**src/rtl/bcd_pkg.sv**
```systemverilog
// Shared BCD definitions used by the sequential subtractor and the BCD adder.
package bcd_pkg;

    localparam int DIGIT_W = 4;
    localparam logic [DIGIT_W-1:0] BCD_MAX = 4'd9;

    typedef enum logic [1:0] {
        IDLE = 2'd0,
        RUN  = 2'd1,
        DONE = 2'd2,
        NEG  = 2'd3
    } state_t;

endpackage

```
**src/rtl/bcd_digit_sub.sv**
```systemverilog
// One BCD digit of subtraction with borrow in/out; also flags non-BCD operand digits.
module bcd_digit_sub
    import bcd_pkg::*;
(
    input  logic [DIGIT_W-1:0] a_d,
    input  logic [DIGIT_W-1:0] b_d,
    input  logic               bin,
    output logic [DIGIT_W-1:0] d,
    output logic               bout,
    output logic               bad
);

    logic signed [DIGIT_W:0] t;

    always_comb begin
        t    = $signed({1'b0, a_d}) - $signed({1'b0, b_d}) - $signed({4'b0000, bin});
        bout = t[DIGIT_W];
        // Adding ten modulo 16 folds a negative digit back into 0..9.
        d    = bout ? (t[DIGIT_W-1:0] + 4'd10) : t[DIGIT_W-1:0];
        bad  = (a_d > BCD_MAX) || (b_d > BCD_MAX);
    end

endmodule

```
**src/rtl/bcd_seq_sub.sv**
```systemverilog
// Digit-serial BCD subtractor A - B, LSD first, with start/busy/done handshake.
// Optional macro BCD_SUB_SIGN_MAG_EN: negative results are re-negated into sign/magnitude form.
module bcd_seq_sub
    import bcd_pkg::*;
#(
    parameter int DIGITS = 2
) (
    input  logic                  clk,
    input  logic                  rst,
    input  logic                  start,
    input  logic [4*DIGITS-1:0]   a,
    input  logic [4*DIGITS-1:0]   b,
    output logic                  busy,
    output logic                  done,
    output logic [4*DIGITS-1:0]   diff,
    output logic                  borrow,
    output logic                  invalid
);

    localparam int W     = DIGIT_W * DIGITS;
    localparam int IDX_W = (DIGITS > 1) ? $clog2(DIGITS) : 1;
    localparam logic [IDX_W-1:0] LAST = IDX_W'(DIGITS - 1);

    state_t             state;
    logic [IDX_W-1:0]   idx;
    logic [W-1:0]       a_q;
    logic [W-1:0]       b_q;
    logic               borrow_int;
    logic               invalid_int;

    logic [DIGIT_W-1:0] a_d;
    logic [DIGIT_W-1:0] b_d;
    logic [DIGIT_W-1:0] d;
    logic               bout;
    logic               bad;

    // The single digit datapath serves RUN (a - b) and, when enabled, NEG (0 - diff).
    always_comb begin
        a_d = a_q[idx*DIGIT_W +: DIGIT_W];
        b_d = b_q[idx*DIGIT_W +: DIGIT_W];
`ifdef BCD_SUB_SIGN_MAG_EN
        if (state == NEG) begin
            a_d = '0;
            b_d = diff[idx*DIGIT_W +: DIGIT_W];
        end
`endif
    end

    bcd_digit_sub u_digit (
        .a_d  (a_d),
        .b_d  (b_d),
        .bin  (borrow_int),
        .d    (d),
        .bout (bout),
        .bad  (bad)
    );

    always_ff @(posedge clk) begin
        if (rst) begin
            state       <= IDLE;
            idx         <= '0;
            a_q         <= '0;
            b_q         <= '0;
            borrow_int  <= 1'b0;
            invalid_int <= 1'b0;
            busy        <= 1'b0;
            done        <= 1'b0;
            diff        <= '0;
            borrow      <= 1'b0;
            invalid     <= 1'b0;
        end else begin
            done <= 1'b0;
            case (state)
                IDLE: begin
                    if (start) begin
                        a_q         <= a;
                        b_q         <= b;
                        idx         <= '0;
                        borrow_int  <= 1'b0;
                        invalid_int <= 1'b0;
                        invalid     <= 1'b0;
                        busy        <= 1'b1;
                        state       <= RUN;
                    end
                end

                RUN: begin
                    diff[idx*DIGIT_W +: DIGIT_W] <= d;
                    borrow_int <= bout;
                    if (bad) invalid_int <= 1'b1;
                    if (idx == LAST) begin
`ifdef BCD_SUB_SIGN_MAG_EN
                        if (bout) begin
                            idx        <= '0;
                            borrow_int <= 1'b0;
                            state      <= NEG;
                        end else begin
                            busy  <= 1'b0;
                            state <= DONE;
                        end
`else
                        busy  <= 1'b0;
                        state <= DONE;
`endif
                    end else begin
                        idx <= idx + 1'b1;
                    end
                end

`ifdef BCD_SUB_SIGN_MAG_EN
                // Negating a nonzero ten's complement always borrows out, so borrow_int ends as the sign.
                NEG: begin
                    diff[idx*DIGIT_W +: DIGIT_W] <= d;
                    borrow_int <= bout;
                    if (idx == LAST) begin
                        busy  <= 1'b0;
                        state <= DONE;
                    end else begin
                        idx <= idx + 1'b1;
                    end
                end
`endif

                DONE: begin
                    done    <= 1'b1;
                    borrow  <= borrow_int;
                    invalid <= invalid_int;
                    if (invalid_int) diff <= '0;
                    // Back-to-back start: the reported result stays on the outputs for this done cycle.
                    if (start) begin
                        a_q         <= a;
                        b_q         <= b;
                        idx         <= '0;
                        borrow_int  <= 1'b0;
                        invalid_int <= 1'b0;
                        busy        <= 1'b1;
                        state       <= RUN;
                    end else begin
                        state <= IDLE;
                    end
                end

                default: state <= IDLE;
            endcase
        end
    end

endmodule

```
**config.mk**
```make
export PLATFORM = sky130hd
export DESIGN_NAME = bcd_seq_sub
export DESIGN_NICKNAME = d
export VERILOG_FILES = /design/src/rtl/bcd_pkg.sv /design/src/rtl/bcd_digit_sub.sv /design/src/rtl/bcd_seq_sub.sv
export SDC_FILE = /design/constraint.sdc
export NUM_CORES = 1
export LEC_CHECK = 0
export BUFFER_PORTS_ARGS = -buffer_cell sky130_fd_sc_hd__buf_2
export CORE_ASPECT_RATIO = 1.75
export CORE_MARGIN = 3
export CORE_UTILIZATION = 40
export CTS_CLUSTER_SIZE = 40
export DETAILED_ROUTE_END_ITERATION = 8
export GPL_ROUTABILITY_DRIVEN = 0
export SETUP_SLACK_MARGIN = 0.02
export SYNTH_ARGS = -nofsm -noshare
export SYNTH_HDL_FRONTEND = slang
export SYNTH_SLANG_ARGS = --single-unit
```
**constraint.sdc**
```tcl
create_clock -name clk -period 6.15 [get_ports clk]
set_clock_uncertainty 0.15 [all_clocks]
set_input_delay 0.3075 -clock clk [delete_from_list [all_inputs] [get_ports clk]]
set_output_delay 0.3075 -clock clk [all_outputs]
set_load 0.01 [all_outputs]
```
After elaboration in Yosys (flattened, before gate mapping)
Cells that the tools add are included.
{"block": "totals", "input_bits": 19, "ff_bits": 33, "elab_cells": 61}
{"block": "op_classes", "magnitude_cmp": 2, "eq_ne": 7, "shift": 4, "reduce_logical": 13, "muxes": 19, "addsub": 5}
{"cell": "3-bit negation with 34-bit output", "n": 1}
{"cell": "4-bit by 34-bit variable shift with 8-bit output (first input constant)", "n": 1}
{"cell": "4-bit by 34-bit variable part select with 8-bit output", "n": 1}
{"cell": "8-bit case mux with 2 select lines", "n": 1}
{"cell": "8-bit by 4-bit variable part select with 4-bit output", "n": 2}
{"cell": "1-bit case mux with 2 select lines", "n": 5}
{"cell": "2-bit AND reduction", "n": 5}
{"cell": "8-bit bitwise mux", "n": 1}
{"cell": "4-bit greater-than comparator (second input constant)", "n": 2}
{"cell": "8-bit 2-to-1 mux", "n": 1}
{"cell": "2-bit != test (second input constant)", "n": 4}
{"cell": "1-bit 2-to-1 mux", "n": 7}
{"cell": "2-bit case mux with 3 select lines", "n": 1}
{"cell": "3-bit AND reduction", "n": 2}
{"cell": "2-bit nonzero test", "n": 3}
{"cell": "4-bit by 4-bit subtractor with 5-bit output", "n": 1}
{"cell": "5-bit by 2-bit subtractor with 5-bit output", "n": 1}
{"cell": "4-bit adder (second input constant)", "n": 1}
{"cell": "2-bit 2-to-1 mux", "n": 2}
{"cell": "4-bit 2-to-1 mux", "n": 1}
{"cell": "2-bit by 1-bit == test with 1-bit output (second input constant)", "n": 1}
{"cell": "2-bit == test (second input constant)", "n": 1}
{"cell": "2-bit zero test", "n": 1}
{"cell": "2-bit by 1-bit != test with 1-bit output (second input constant)", "n": 1}
{"cell": "other kinds (3)", "n": 3}

Depth between registers and ports, before layout
Gate-level depths: netlist of the first run.
{"block": "depth", "ltp_word": 8, "mapped_depth": 11, "mapped_depth_nobuf": 9}

Hierarchy
From an unflattened synthesis of the first run, not the netlist that was laid out.
{"block": "unflattened", "hier_cells": 182, "area_unflattened_um2": 1555.2}
{"mod": "bcd_seq_sub", "seq_area_each_um2": 660.6, "cells_per_inst": 147, "area_per_inst_um2": 1267.5, "n_inst": 1}
{"mod": "bcd_digit_sub", "seq_area_each_um2": 0.0, "cells_per_inst": 35, "area_per_inst_um2": 287.8, "n_inst": 1}

Worst setup path after synthesis of the first run
OpenSTA, ideal clock, no wires.
{"block": "synth_path", "path_kind": "flip-flop to flip-flop", "start": "register idx", "end": "register diff[2]", "required_ps": 5879, "path_stages_with_launch": 11, "t_arrival_ps": 2488, "setup_time_ps": 121, "setup_slack_ps": 3392, "n_path_buf": 2, "synth_period_minus_slack_ps": 2758, "path_cell_list": "dfxtp_1 -> buf_6 -> clkbuf_1 -> mux2_2 -> fa_1 -> inv_1 -> fa_1 -> inv_1 -> ha_1 -> mux2i_1 -> o21ai_1"}
{"block": "synth_via", "elab_chain_len": 8}
{"item": "start, declared", "line_no": "bcd_seq_sub.sv:25", "text": "logic [IDX_W-1:0] idx;"}
{"item": "start signal, assigned", "line_no": "bcd_seq_sub.sv:106", "text": "idx <= idx + 1'b1;"}
{"item": "8-bit by 4-bit variable part select with 4-bit output, on equally long branches", "line_no": "bcd_seq_sub.sv:39, bcd_seq_sub.sv:40"}
{"item": "4-bit by 4-bit subtractor with 5-bit output", "line_no": "bcd_digit_sub.sv:16", "text": "t = $signed({1'b0, a_d}) - $signed({1'b0, b_d}) - $signed({4'b0000, bin});"}
{"item": "5-bit by 2-bit subtractor with 5-bit output", "line_no": "bcd_digit_sub.sv:16"}
{"item": "4-bit adder", "line_no": "bcd_digit_sub.sv:19", "text": "d = bout ? (t[DIGIT_W-1:0] + 4'd10) : t[DIGIT_W-1:0];"}
{"item": "4-bit 2-to-1 mux", "line_no": "bcd_digit_sub.sv:19"}
{"item": "4-bit by 34-bit variable part select with 8-bit output", "line_no": "bcd_seq_sub.sv:88", "text": "diff[idx*DIGIT_W +: DIGIT_W] <= d;"}
{"item": "8-bit bitwise mux *", "line_no": "bcd_seq_sub.sv:88"}
{"item": "8-bit case mux with 2 select lines *", "line_no": "bcd_seq_sub.sv:73", "text": "case (state)"}
{"item": "end signal, assigned", "line_no": "bcd_seq_sub.sv:68", "text": "diff <= '0;"}
{"item": "end signal, assigned by index", "line_no": "bcd_seq_sub.sv:88"}
{"item": "end signal, assigned", "line_no": "bcd_seq_sub.sv:128", "text": "if (invalid_int) diff <= '0;"}
{"item": "end, declared", "line_no": "bcd_seq_sub.sv:15", "text": "output logic [4*DIGITS-1:0] diff,"}
Mark *: on every way between the ends. The rest lies on a longest branch, timed or not.
A chain may end at the register's enable or synchronous reset.

Final worst setup path of the first run
{"block": "layout_path", "start": "register idx", "end": "register diff[7]"}
Same word-level chain as after synthesis.

==> summary.md, run 1 <==
| Metric | Value |
|---|---|
| Status | `completed` |
| Pre-antenna DRT Iters | `4` |
| Fillers | `400` |
| Layout area overhead | `18.4%` |
| Critical Path Most Common Cell | `fa_1` |
| Switching power | `about 0.00014 W` |
| CP bufs+invs | `1` |
| DR WL met2 | `1600 µm` |
| Synthesis Warnings | `0` |
| CP Capture Type | `register` |
| CP Launch Type | `register` |
| Max layer used | `met4` |
| RSZ-0062 raised after global routing | `false` |
| Worst min path class | `in2reg` |
| Synth Net Count | `between 200 and 250` |
| Worst endpoint required time | `around 6.2 ns` |
| Post-DP Area | `1710 µm²` |
| Initial antenna violation count | `0` |
| First-pass GRT wire length | `~5300 µm` |
| CP Data Arrival Time | `a little under 3 ns` |
| Port bufs | `30` |
| Post-synthesis area per instance | `8.28 µm²` |
| Core Util, Final | `0.497` |
| Root Buffer | `clkbuf_8` |
| Post-synth cell types | `34` |
| Largest cells by area after synthesis | `dfxtp_1, nand2_1, a21oi_1` |
| Final Critical Period | `just under 3 ns` |
| P per Cell Area | `a little over 300 nW/µm²` |
| Crit path largest cell delay | `0.75 ns` |
| Fmax | `339 MHz` |
| Ys async rst share | `0` |
| CTS Buffer Depth | `2` |
| Gate count of the mapped netlist | `186` |
| Die area | `4660 µm²` |
| Worst-margin pin slew | `0.670 ns` |
| Met3 wire len | `around 130 µm` |
| DIE WIDTH | `approximately 53 µm` |
| FP Rows | `29` |
| Core area | `roughly 3700 µm²` |
| Synthesized area | `roughly 1500 µm²` |
| Routed vias | `1265` |
| Sequential share of power | `0.433` |
| Top_reg_cell synth | `dfxtp_1` |
| Slew margin rel. | `0.553` |
| Crit Path Class | `reg2reg` |
| DRT Wirelength | `between 2000 and 3000 µm` |
| IO Pins | `31` |
| Total grt overflow | `0` |
| Resize count post-CTS | `0` |
| Number of diodes | `0` |
| EDFF count, synth | `0` |
| #FFs+latches synth | `33` |
| CTS tree | `done` |
| DRC violations left | `0` |
| H-tree Lvls | `2` |
| Post-CTS Hold Fix Bufs | `0` |
| Vias in the first global route | `1231` |
| Final worst-path cycle share | `0.480` |
| M1 wire length | `1190 µm` |
| Finished Cell Area | `roughly 1800 µm²` |
| Max-slew violations | `0` |
| Commonest non-fill, non-tap cell in the layout | `nand2_1` |
| Internal power | `0.000408 W` |
| Total global-route track usage | `0.157` |
| Fin Setup TNS | `0 ns` |
| Wirelength per Cell | `about 11 µm` |
| Logic pwr share | `0.192` |
| Post-route ant nets | `0` |
| Initial DRC count | `20` |
| Layout Nets | `240` |
| Synth area leader | `dfxtp_1` |
| Worst-path clk slew | `0.07 ns` |
| Later-pin clock latency in the skew report | `0.28 ns` |
| CTS Sinks | `33` |
| Post-CTS setup buffers | `0` |
| Post-DP HPWL | `2240 µm` |
| Final setup violation count | `0` |
| Critical-path maximum fanout | `17` |
| Initial Util | `0.420` |
| VDD IR max | `around 170 µV` |
| Worst path cell trace | `mux2i_1 > fa_1 > inv_1 > fa_1 > and3b_1 > o22ai_2 > nor2b_1 > xnor2_1 > o21ai_1` |
| Max Cap Violations | `0` |
| Vias per Instance | `4.85` |
| Top delay family on crit path | `flip-flops` |
| Switching Fraction | `0.261` |
| Clock network fraction of total power | `0.374` |
| Num CTS Buffers | `5` |
| CP max-delay cell | `dfxtp_1` |
| Largest net degree at the start of global routing | `30` |
| Yosys top cell area share | `0.429` |
| Leak pwr | `a little under 0.8 nW` |
| Die Ht | `88.1 µm` |
| Final hold viol count | `0` |
| Layout cell share with drive strength beyond 1 | `0.200` |
| Sequential fraction of the synthesis area | `0.429` |
| Commonest non-fill, non-tap cells in the layout | `nand2_1, dfxtp_1, buf_2` |
per-layer routing:
layer,up-vias,track usage
met1,566,0.163
li1,665,-
met2,27,0.277
met4,0,0.0837
met3,7,0.0409
met5,-,0
kinds of logic (layout without fill, tap and decap cells):
| group | Yosys count | in the layout | synth area share |
|---|---|---|---|
| buf+inv | 20 | 49 | 0.0560 |
| fa+ha+maj | 7 | 7 | 0.0666 |
| xor+xnor | 4 | 4 | 0.0227 |
| compound gates | 42 | 42 | 0.154 |
| flops | 33 | 33 | 0.429 |
| mux | 10 | 10 | 0.0699 |
| simple gates | 70 | 70 | 0.202 |
synthesized netlist by cell type, types with 2 or more instances:
master / n
nand2_1: 42
dfxtp_1: 33
a21oi_1: 23
nor2_1: 10
inv_1: 9
o21ai_1: 8
clkbuf_1: 6
mux2i_1: 6
ha_1: 5
nand2b_1: 5
nor2b_1: 5
buf_2: 3
o21ai_0: 3
xnor2_1: 3
a211oi_1: 2
fa_1: 2
mux2_1: 2
o21bai_1: 2
or2_1: 2
metrics by stage:
step           worst slack, ns  std cells  total power, W  hold WS, ns
2_1_floorplan             3.39        186        0.000325        0.282
3_3_place_gp              3.23        253        0.000350        0.285
3_5_place_dp              3.16        253        0.000353        0.288
4_1_cts                   3.16        261        0.000561        0.100
5_1_grt                   2.94        261        0.000586        0.110
6_report                  3.20        261        0.000552        0.106
registers in the layout (all words and copies together) (netlist names):
name and cells:
idx 1, b_q 8, borrow_int 1, busy 1, state 2, invalid_int 1, diff 8, done 1
borrow 1, invalid 1, a_q 8
layout make-up:
class | instances | area, µm² | area share
clock inverter | 1 | 30.0 | 0.0165
inverter | 10 | 37.5 | 0.0206
multi-input combinational | 133 | 793 | 0.435
tap | 46 | 57.6 | 0.0316
timing repair buffer | 31 | 158 | 0.0865
clock buffer | 7 | 86.3 | 0.0474
sequential | 33 | 661 | 0.362
power groups by stage:
stage               combinational [W]  sequential (W)  clock (W)
CTS                          0.000109        0.000239   0.000212
finish                       0.000106        0.000239   0.000207
detailed placement           0.000109        0.000244          0
global route                 0.000123        0.000242   0.000221
global placement             0.000106        0.000244          0
floorplan                   0.0000832        0.000242          0
tightest hold or removal path, stage by stage:
cell and delay, ns:
buf_2 0.09, nand2_1 0.04, a21oi_1 0.05
worst paths after layout:
path	startpoint	end	slack, ns	cells past startpoint
max	idx	diff[7]	3.20	9
min	b[2]	b_q[2]	0.11	3
max reg2reg	idx	diff[7]	3.20	9
min reg2reg	diff[3]	diff[3]	0.29	2
Power figures use the tool's default switching activity.
==> run 2: changes to the inputs <==
--- a/config.mk
+++ b/config.mk
@@ -5,6 +5,7 @@
 export SDC_FILE = /design/constraint.sdc
 export NUM_CORES = 1
 export LEC_CHECK = 0
+export ABC_AREA = 1
 export BUFFER_PORTS_ARGS = -buffer_cell sky130_fd_sc_hd__buf_2
 export CORE_ASPECT_RATIO = 1.75
 export CORE_MARGIN = 3
==> constraint.sdc (replaced) <==
create_clock -name clk -period 2.7 [get_ports clk]
set_clock_uncertainty 0.15 [all_clocks]
set_input_delay 0.135 -clock clk [delete_from_list [all_inputs] [get_ports clk]]
set_output_delay 0.135 -clock clk [all_outputs]
set_load 0.01 [all_outputs]
==> summary.md, run 2 <==
| Metric | Value |
|---|---|
| Post-synthesis area per instance | `7.27 µm² (was 8.28 µm²)` |
| EDFF count, synth | `0 (unchanged)` |
| Leak pwr | `1.00 nW (was 0.787 nW)` |
| Fmax | `407 MHz (was 339 MHz)` |
| CTS Buffer Depth | `2 (unchanged)` |
| Status | `completed (unchanged)` |
| Initial antenna violation count | `0 (unchanged)` |
| Total grt overflow | `0 (unchanged)` |
| Worst-margin pin slew | `0.639 ns (was 0.670 ns)` |
| Num CTS Buffers | `5 (unchanged)` |
| Layout area overhead | `28.4% (was 18.4%)` |
| Fin Setup TNS | `0 ns (unchanged)` |
| R2r worst-path depth | `11 (was 9)` |
| Synthesized area | `1590 µm² (was 1540 µm²)` |
| Initial DRC count | `19 (was 20)` |
| Top Registers | `a_q x8, b_q x8, diff x8 (unchanged)` |
| DRT Wirelength | `3360 µm (was 2990 µm)` |
| Post-DP HPWL | `2620 µm (was 2240 µm)` |
| Post-synth cell types | `30 (was 34)` |
| Worst min path class | `in2reg (unchanged)` |
| Pre-antenna DRT Iters | `5 (was 4)` |
| Hold Startpoint | `rst (was b[2])` |
| CP Launch Type | `register (unchanged)` |
| Final hold viol count | `0 (unchanged)` |
| Initial Util | `0.428 (was 0.420)` |
| Final setup violation count | `0 (unchanged)` |
| Worst-path clk slew | `0.07 ns (about the same)` |
| Top_reg_cell synth | `dfxtp_1 (unchanged)` |
| Largest cells by area after synthesis | `dfxtp_1, nand2_1, nor2_1 (was dfxtp_1, nand2_1, a21oi_1)` |
| Fillers | `387 (was 400)` |
| Hold endpoint | `diff[3] (was b_q[2])` |
| Core area | `3700 µm² (was 3660 µm²)` |
| Worst endpoint required time | `2.73 ns (was 6.17 ns)` |
| Synthesis Warnings | `0 (unchanged)` |
| Final std cells w/o fill | `314 (was 261)` |
| DIE WIDTH | `53.6 µm (was 52.9 µm)` |
| Die area | `4780 µm² (was 4660 µm²)` |
| Yosys top cell area share | `0.417 (was 0.429)` |
| Critical-path maximum fanout | `6 (was 17)` |
| Crit Path Class | `reg2reg (unchanged)` |
| Layout Nets | `293 (was 240)` |
| Routed vias | `1457 (was 1265)` |
| Max-slew violations | `0 (unchanged)` |
| Wirelength per Cell | `10.7 µm (was 11.5 µm)` |
| #FFs+latches synth | `33 (unchanged)` |
| Placed cell count | `290 (was 253)` |
| Slew margin rel. | `0.573 (was 0.553)` |
| Post-DP Area | `1780 µm² (was 1710 µm²)` |
| Top-count cell post-synth | `nand2_1 (unchanged)` |
| Ys async rst share | `0 (unchanged)` |
| DRC violations left | `0 (unchanged)` |
| Synth area leader | `dfxtp_1 (unchanged)` |
| Largest net degree at the start of global routing | `25 (was 30)` |
| Number of diodes | `0 (unchanged)` |
| Commonest non-fill, non-tap cells in the layout | `nand2_1, nor2_1, dfxtp_1 (was nand2_1, dfxtp_1, buf_2)` |
| Power, Total | `0.00128 W (was 0.000552 W)` |
| Final Critical Period | `2.46 ns (was 2.95 ns)` |
| Total global-route track usage | `0.170 (was 0.157)` |
| Post-route ant nets | `0 (unchanged)` |
| CP Capture Type | `register (unchanged)` |
| Max Cap Violations | `0 (unchanged)` |
| Die Ht | `89.3 µm (was 88.1 µm)` |
| CTS Sinks | `33 (unchanged)` |
| Finished Cell Area | `2040 µm² (was 1820 µm²)` |
| Vias in the first global route | `1399 (was 1231)` |
| Port bufs | `30 (unchanged)` |
| Gate count of the mapped netlist | `218 (was 186)` |
| IO Pins | `31 (unchanged)` |
| Sequential fraction of the synthesis area | `0.417 (was 0.429)` |
| Synth Net Count | `244 (was 212)` |
| RSZ-0062 raised after global routing | `false (unchanged)` |
| Worst r2r dst | `diff[2] (was diff[7])` |
| CTS tree | `done (unchanged)` |
| Root Buffer | `clkbuf_8 (unchanged)` |
| P per Cell Area | `628 nW/µm² (was 303 nW/µm²)` |
| Commonest non-fill, non-tap cell in the layout | `nand2_1 (unchanged)` |
| VDD IR max | `460 µV (was 171 µV)` |
| H-tree Lvls | `2 (unchanged)` |
| FP Rows | `29 (unchanged)` |
| CP Data Arrival Time | `2.49 ns (was 2.97 ns)` |
| Later-pin clock latency in the skew report | `0.28 ns (about the same)` |
| Final worst-path cycle share | `0.911 (was 0.480)` |
| Reg-to-Reg Start | `idx (unchanged)` |
| R2R Setup Slk | `0.24 ns (was 3.20 ns)` |
| Worst hold path depth | `2 (was 3)` |
| First-pass GRT wire length | `5820 µm (was 5300 µm)` |
| Vias per Instance | `4.64 (was 4.85)` |
| Layout cell share with drive strength beyond 1 | `0.243 (was 0.200)` |
| Synth top cells by count | `nand2_1, nor2_1, dfxtp_1, inv_1, o21ai_1 (was nand2_1, dfxtp_1, a21oi_1, nor2_1, inv_1)` |
==> run 2: cell count changes in the layout (fill, tap and decap cells not counted), sizes merged, moves of 3 or more <==
| cell | delta |
|---|---|
| nand2b | -5 |
| clkinv | +3 |
| inv | +21 |
| a21oi | -11 |
| mux2i | -6 |
| nor2b | -5 |
| dlygate4sd3 | +16 |
| mux2 | -3 |
| nor2 | +28 |
| o21ai | +10 |
| xnor2 | -3 |
| nand3 | +11 |
| nand2 | +5 |
==> run 2: cells by family (layout without fill, tap and decap cells) <==
| logic type | count (synthesis) | after routing | share of synthesized area |
|---|---|---|---|
| xor gates and xnor gates | 1 | 1 | 0.00553 |
| buffers and inverters | 39 | 89 | 0.0994 |
| DFF | 33 | 33 | 0.417 |
| and+or+nand+nor | 99 | 99 | 0.276 |
| AOI/OAI and AO/OA | 38 | 38 | 0.131 |
| muxes | 1 | 1 | 0.00631 |
| adders and majority gates | 7 | 7 | 0.0647 |
==> run 2: worst max-delay path by stage <==
stage / start / to / cells past startpoint
floorplan: idx / diff[2] / 11
global route: idx / diff[3] / 16
global placement: idx / diff[2] / 10
detailed placement: idx / diff[2] / 12
CTS: idx / diff[2] / 12
finish: idx / diff[2] / 11
==> run 2: per-stage QoR <==
step / utilization / worst slack [ns] / hold WS, ns
after global placement: 0.480 / 0.140 / 0.218
after CTS: 0.547 / 0.0932 / 0.00736
final: 0.550 / 0.240 / 0.00898
after detailed placement: 0.480 / 0.0949 / 0.225
after global routing: 0.550 / 0.0124 / 0.0218
after floorplan: - / 0.165 / 0.134
==> run 2: layer usage <==
metal / vias to the layer above / share of wire / global-route usage / wire length, µm
met1: 646 / 0.38 / 0.167 / 1270
met5: - / 0 / 0 / 0
met2: 27 / 0.57 / 0.321 / 1900
met3: 6 / 0.037 / 0.0401 / 123
met4: 0 / 0.020 / 0.0767 / 68
li1: 778 / - / - / -
==> run 2: area by class of cell <==
cell class	count	area [µm²]	area share
Clock buffer	5	68.8	0.0338
Clock inverter	3	17.5	0.00860
Inverter	32	123	0.0602
Multi-Input combinational cell	146	772	0.379
Sequential cell	33	664	0.326
Tap cell	46	57.6	0.0283
Timing Repair Buffer	49	333	0.163
==> run 2: power by group <==
group          switching, W  internal, W  total [W]
Combinational      0.000217     0.000154   0.000371
Clock              0.000185     0.000178   0.000362
Sequential        0.0000189     0.000525   0.000544
==> run 2: worst max-delay path: stages (launching register included) <==
cell	delay (ns)
dfxtp_4	0.37
buf_4	0.16
nand2_1	0.06
nand2_1	0.06
fa_2	0.34
inv_1	0.09
fa_2	0.44
inv_1	0.08
ha_1	0.23
o21ai_2	0.16
nor2_1	0.06
o21a_1	0.16
==> run 2: timing repair <==
action | in CTS | in global routing
hold endpoints to repair | 16 | 0
buffers inserted | 0 | 0
gates resized for setup | 0 | 5
setup endpoints to repair | 0 | 4
hold buffers | 16 | 0
==> run 3: changes to the inputs <==
--- a/config.mk
+++ b/config.mk
@@ -9,11 +9,12 @@
 export BUFFER_PORTS_ARGS = -buffer_cell sky130_fd_sc_hd__buf_2
 export CORE_ASPECT_RATIO = 1.75
 export CORE_MARGIN = 3
-export CORE_UTILIZATION = 40
+export CORE_UTILIZATION = 35
 export CTS_CLUSTER_SIZE = 40
 export DETAILED_ROUTE_END_ITERATION = 8
 export GPL_ROUTABILITY_DRIVEN = 0
 export SETUP_SLACK_MARGIN = 0.02
 export SYNTH_ARGS = -nofsm -noshare
 export SYNTH_HDL_FRONTEND = slang
+export SYNTH_HIERARCHICAL = 1
 export SYNTH_SLANG_ARGS = --single-unit
==> summary.md, run 3 <==
| Metric | Value |
|---|---|
| First-pass GRT wire length | `6460 µm (was 5820 µm)` |
| Total grt overflow | `0 (unchanged)` |
| Pre-antenna DRT Iters | `4 (was 5)` |
| Fmax | `403 MHz (was 407 MHz)` |
| Initial Util | `0.371 (was 0.428)` |
| P per Cell Area | `652 nW/µm² (was 628 nW/µm²)` |
| Max Cap Violations | `0 (unchanged)` |
| Vias in the first global route | `1548 (was 1399)` |
| Worst setup margin | `0.221 ns (was 0.240 ns)` |
| Critical-path maximum fanout | `7 (was 6)` |
| Num CTS Buffers | `5 (unchanged)` |
| Vias per Instance | `4.62 (was 4.64)` |
| Placed cell count | `331 (was 290)` |
| Sequential fraction of the synthesis area | `0.372 (was 0.417)` |
| Final std cells w/o fill | `356 (was 314)` |
| Mux cell area share after synthesis | `0 (was 0.00631)` |
| CP Data Arrival Time | `2.55 ns (was 2.49 ns)` |
| Worst-path clk slew | `0.07 ns (about the same)` |
| Final hold viol count | `0 (unchanged)` |
| Routed vias | `1646 (was 1457)` |
| Top Registers | `a_q x8, b_q x8, diff x8 (unchanged)` |
| Top-count cell post-synth | `nand2_1 (unchanged)` |
| CTS Buffer Depth | `2 (unchanged)` |
| Post-DP HPWL | `2820 µm (was 2620 µm)` |
| Final setup violation count | `0 (unchanged)` |
| FP Rows | `33 (was 29)` |
| Largest family of logic cells by synthesized area | `simple AND/OR/NAND/NOR gates (unchanged)` |
| Layout cell share with drive strength beyond 1 | `0.217 (was 0.243)` |
| Post-synthesis adder-cell area fraction | `0.0718 (was 0.0647)` |
| Simple-gate portion of the synthesized area | `0.366 (was 0.276)` |
| Largest cells by area after synthesis | `dfxtp_1, nand2_1, nor2_1 (unchanged)` |
| RSZ-0062 raised after global routing | `false (unchanged)` |
| Status | `completed (unchanged)` |
| Max-slew violations | `0 (unchanged)` |
| Compound-Gate Fraction of Synth Area | `0.0760 (was 0.131)` |
| Layout Nets | `331 (was 293)` |
| VDD IR max | `460 µV (about the same)` |
| Reg-to-Reg Start | `idx (unchanged)` |
| R2r worst-path depth | `14 (was 11)` |
| Worst hold path depth | `4 (was 2)` |
| Post-synth cell types | `21 (was 30)` |
| DRT Wirelength | `3750 µm (was 3360 µm)` |
| Multi-input gate area | `935 µm² (was 772 µm²)` |
| Post-DP Area | `1950 µm² (was 1780 µm²)` |
| DRC violations left | `0 (unchanged)` |
| Worst-margin pin slew | `0.645 ns (was 0.639 ns)` |
| EDFF count, synth | `0 (unchanged)` |
| Crit Path Class | `reg2reg (unchanged)` |
| FF/Latch Area | `664 µm² (unchanged)` |
| Crit path from | `idx (unchanged)` |
| Later-pin clock latency in the skew report | `0.28 ns (about the same)` |
| Final Critical Period | `2.48 ns (was 2.46 ns)` |
| CTS tree | `done (unchanged)` |
| Min Hold Slack | `0.253 ns (was 0.00898 ns)` |
| Largest net degree at the start of global routing | `26 (was 25)` |
| Pre-CTS setup slack | `0.0290 ns (was 0.0949 ns)` |
| Port bufs | `30 (unchanged)` |
| Slew margin rel. | `0.570 (was 0.573)` |
| Post-route ant nets | `0 (unchanged)` |
| #FFs+latches synth | `33 (unchanged)` |
| Hold Startpoint | `start (was rst)` |
| Wirelength per Cell | `10.5 µm (was 10.7 µm)` |
| Number of diodes | `0 (unchanged)` |
| Ys async rst share | `0 (unchanged)` |
| CTS Sinks | `33 (unchanged)` |
| R2R Setup Slk | `0.22 ns (was 0.24 ns)` |
| Worst min path class | `in2reg (unchanged)` |
| Fillers | `509 (was 387)` |
| Worst endpoint required time | `2.77 ns (was 2.73 ns)` |
| Final worst-path cycle share | `0.918 (was 0.911)` |
| CP Launch Type | `register (unchanged)` |
| Hold endpoint | `invalid_int (was diff[3])` |
| Commonest non-fill, non-tap cells in the layout | `nand2_1, nor2_1, dfxtp_1 (unchanged)` |
| Worst r2r dst | `diff[7] (was diff[2])` |
| Synthesized area | `1780 µm² (was 1590 µm²)` |
| Fin Setup TNS | `0 ns (unchanged)` |
| H-tree Lvls | `2 (unchanged)` |
| IO Pins | `31 (unchanged)` |
| Synth area leader | `dfxtp_1 (unchanged)` |
| Layout area overhead | `26.7% (was 28.4%)` |
| CP Capture Type | `register (unchanged)` |
| Yosys top cell area share | `0.372 (was 0.417)` |
| Initial antenna violation count | `0 (unchanged)` |
| XOR/XNOR Fraction of Synth Area | `0.00493 (was 0.00552)` |
| Initial DRC count | `16 (was 19)` |
| Gate count of the mapped netlist | `256 (was 218)` |
| Synthesis Warnings | `6 (was 0)` |
| Root Buffer | `clkbuf_8 (unchanged)` |
| Core area | `4790 µm² (was 3700 µm²)` |
| DIE WIDTH | `59.9 µm (was 53.6 µm)` |
| Commonest non-fill, non-tap cell in the layout | `nand2_1 (unchanged)` |
| Top_reg_cell synth | `dfxtp_1 (unchanged)` |
| Synth Net Count | `284 (was 244)` |
| Leak pwr | `1.17 nW (was 1.00 nW)` |
| Total global-route track usage | `0.138 (was 0.170)` |
| Post-synthesis area per instance | `6.95 µm² (was 7.27 µm²)` |
| Die area | `6000 µm² (was 4780 µm²)` |
| Synth top cells by count | `nand2_1, nor2_1, dfxtp_1, inv_1, nand3_1 (was nand2_1, nor2_1, dfxtp_1, inv_1, o21ai_1)` |
| Die Ht | `100 µm (was 89.3 µm)` |
| Finished Cell Area | `2250 µm² (was 2040 µm²)` |
-- run 3: cell types whose count changed after synthesis, moves of 3 or more --
cell	before	now
buf_4	0	3
nand2_4	1	4
nand2_1	44	61
inv_1	21	27
inv_2	10	5
nand3_1	11	20
a21oi_1	11	7
nor2_1	34	44
clkbuf_1	3	0
nand3b_1	0	4
o21ai_1	19	4
nand3_2	1	5
o21ai_0	2	16
-- run 3: metrics by stage --
stage                util  power, W
CTS                 0.466   0.00148
global route        0.470   0.00157
global placement    0.406  0.000975
detailed placement  0.406  0.000979
finish              0.470   0.00147
floorplan               -  0.000890
-- run 3: power breakdown --
part	internal, W	switching [W]
sequential	0.000524	0.0000214
clock	0.000301	0.000177
combinational	0.000185	0.000262
-- run 3: area by class of cell --
type / count / area share
Clock inverter: 1 / 0.0133
Timing Repair Buffer: 50 / 0.152
Tap cell: 52 / 0.0289
Sequential cell: 33 / 0.295
Multi-Input combinational cell: 180 / 0.415
Inverter: 33 / 0.0577
Clock buffer: 7 / 0.0383
-- run 3: worst max path at each step --
stage               to  slack [ns]  depth (start not counted)
2_1_floorplan  diff[7]        0.06                         18
3_3_place_gp   diff[7]        0.11                         17
3_5_place_dp   diff[3]        0.03                         17
4_1_cts        diff[3]        0.05                         17
5_1_grt        diff[7]        0.03                         18
6_report       diff[7]        0.22                         14
-- run 3: critical path, stage by stage (launching register included) --
cell      delay (ns)
dfxtp_4         0.39
inv_6           0.05
nand2_1         0.05
nand2_1         0.07
fa_2            0.41
fa_2            0.57
ha_2            0.18
clkinv_2        0.06
nand3_1         0.08
nand2_1         0.05
nand2_1         0.08
nand3_1         0.08
nand2_1         0.07
inv_1           0.04
nor2_2          0.08
-- run 3: cells by family after synthesis --
family	Yosys count
AND/OR/NAND/NOR	143
buffers and inverters	43
flip-flops	33
AO/OA/AOI/OAI	27
adder cells (fa/ha/maj)	9
XOR/XNOR	1
-- run 3: routing by layer --
| layer | share of wire | GRT usage | vias to the layer above |
|---|---|---|---|
| met5 | 0 | 0 | - |
| li1 | - | - | 890 |
| met1 | 0.38 | 0.138 | 720 |
| met4 | 0.016 | 0.0546 | 0 |
| met2 | 0.57 | 0.263 | 30 |
| met3 | 0.032 | 0.0283 | 6 |
-- run 3: timing repair --
action / in CTS / in global routing
pin swaps: 0 / 1
hold buffers: 17 / 0
hold endpoints to repair: 24 / 0
gates resized for setup: 1 / 8
buffers inserted: 0 / 0
setup endpoints to repair: 2 / 6
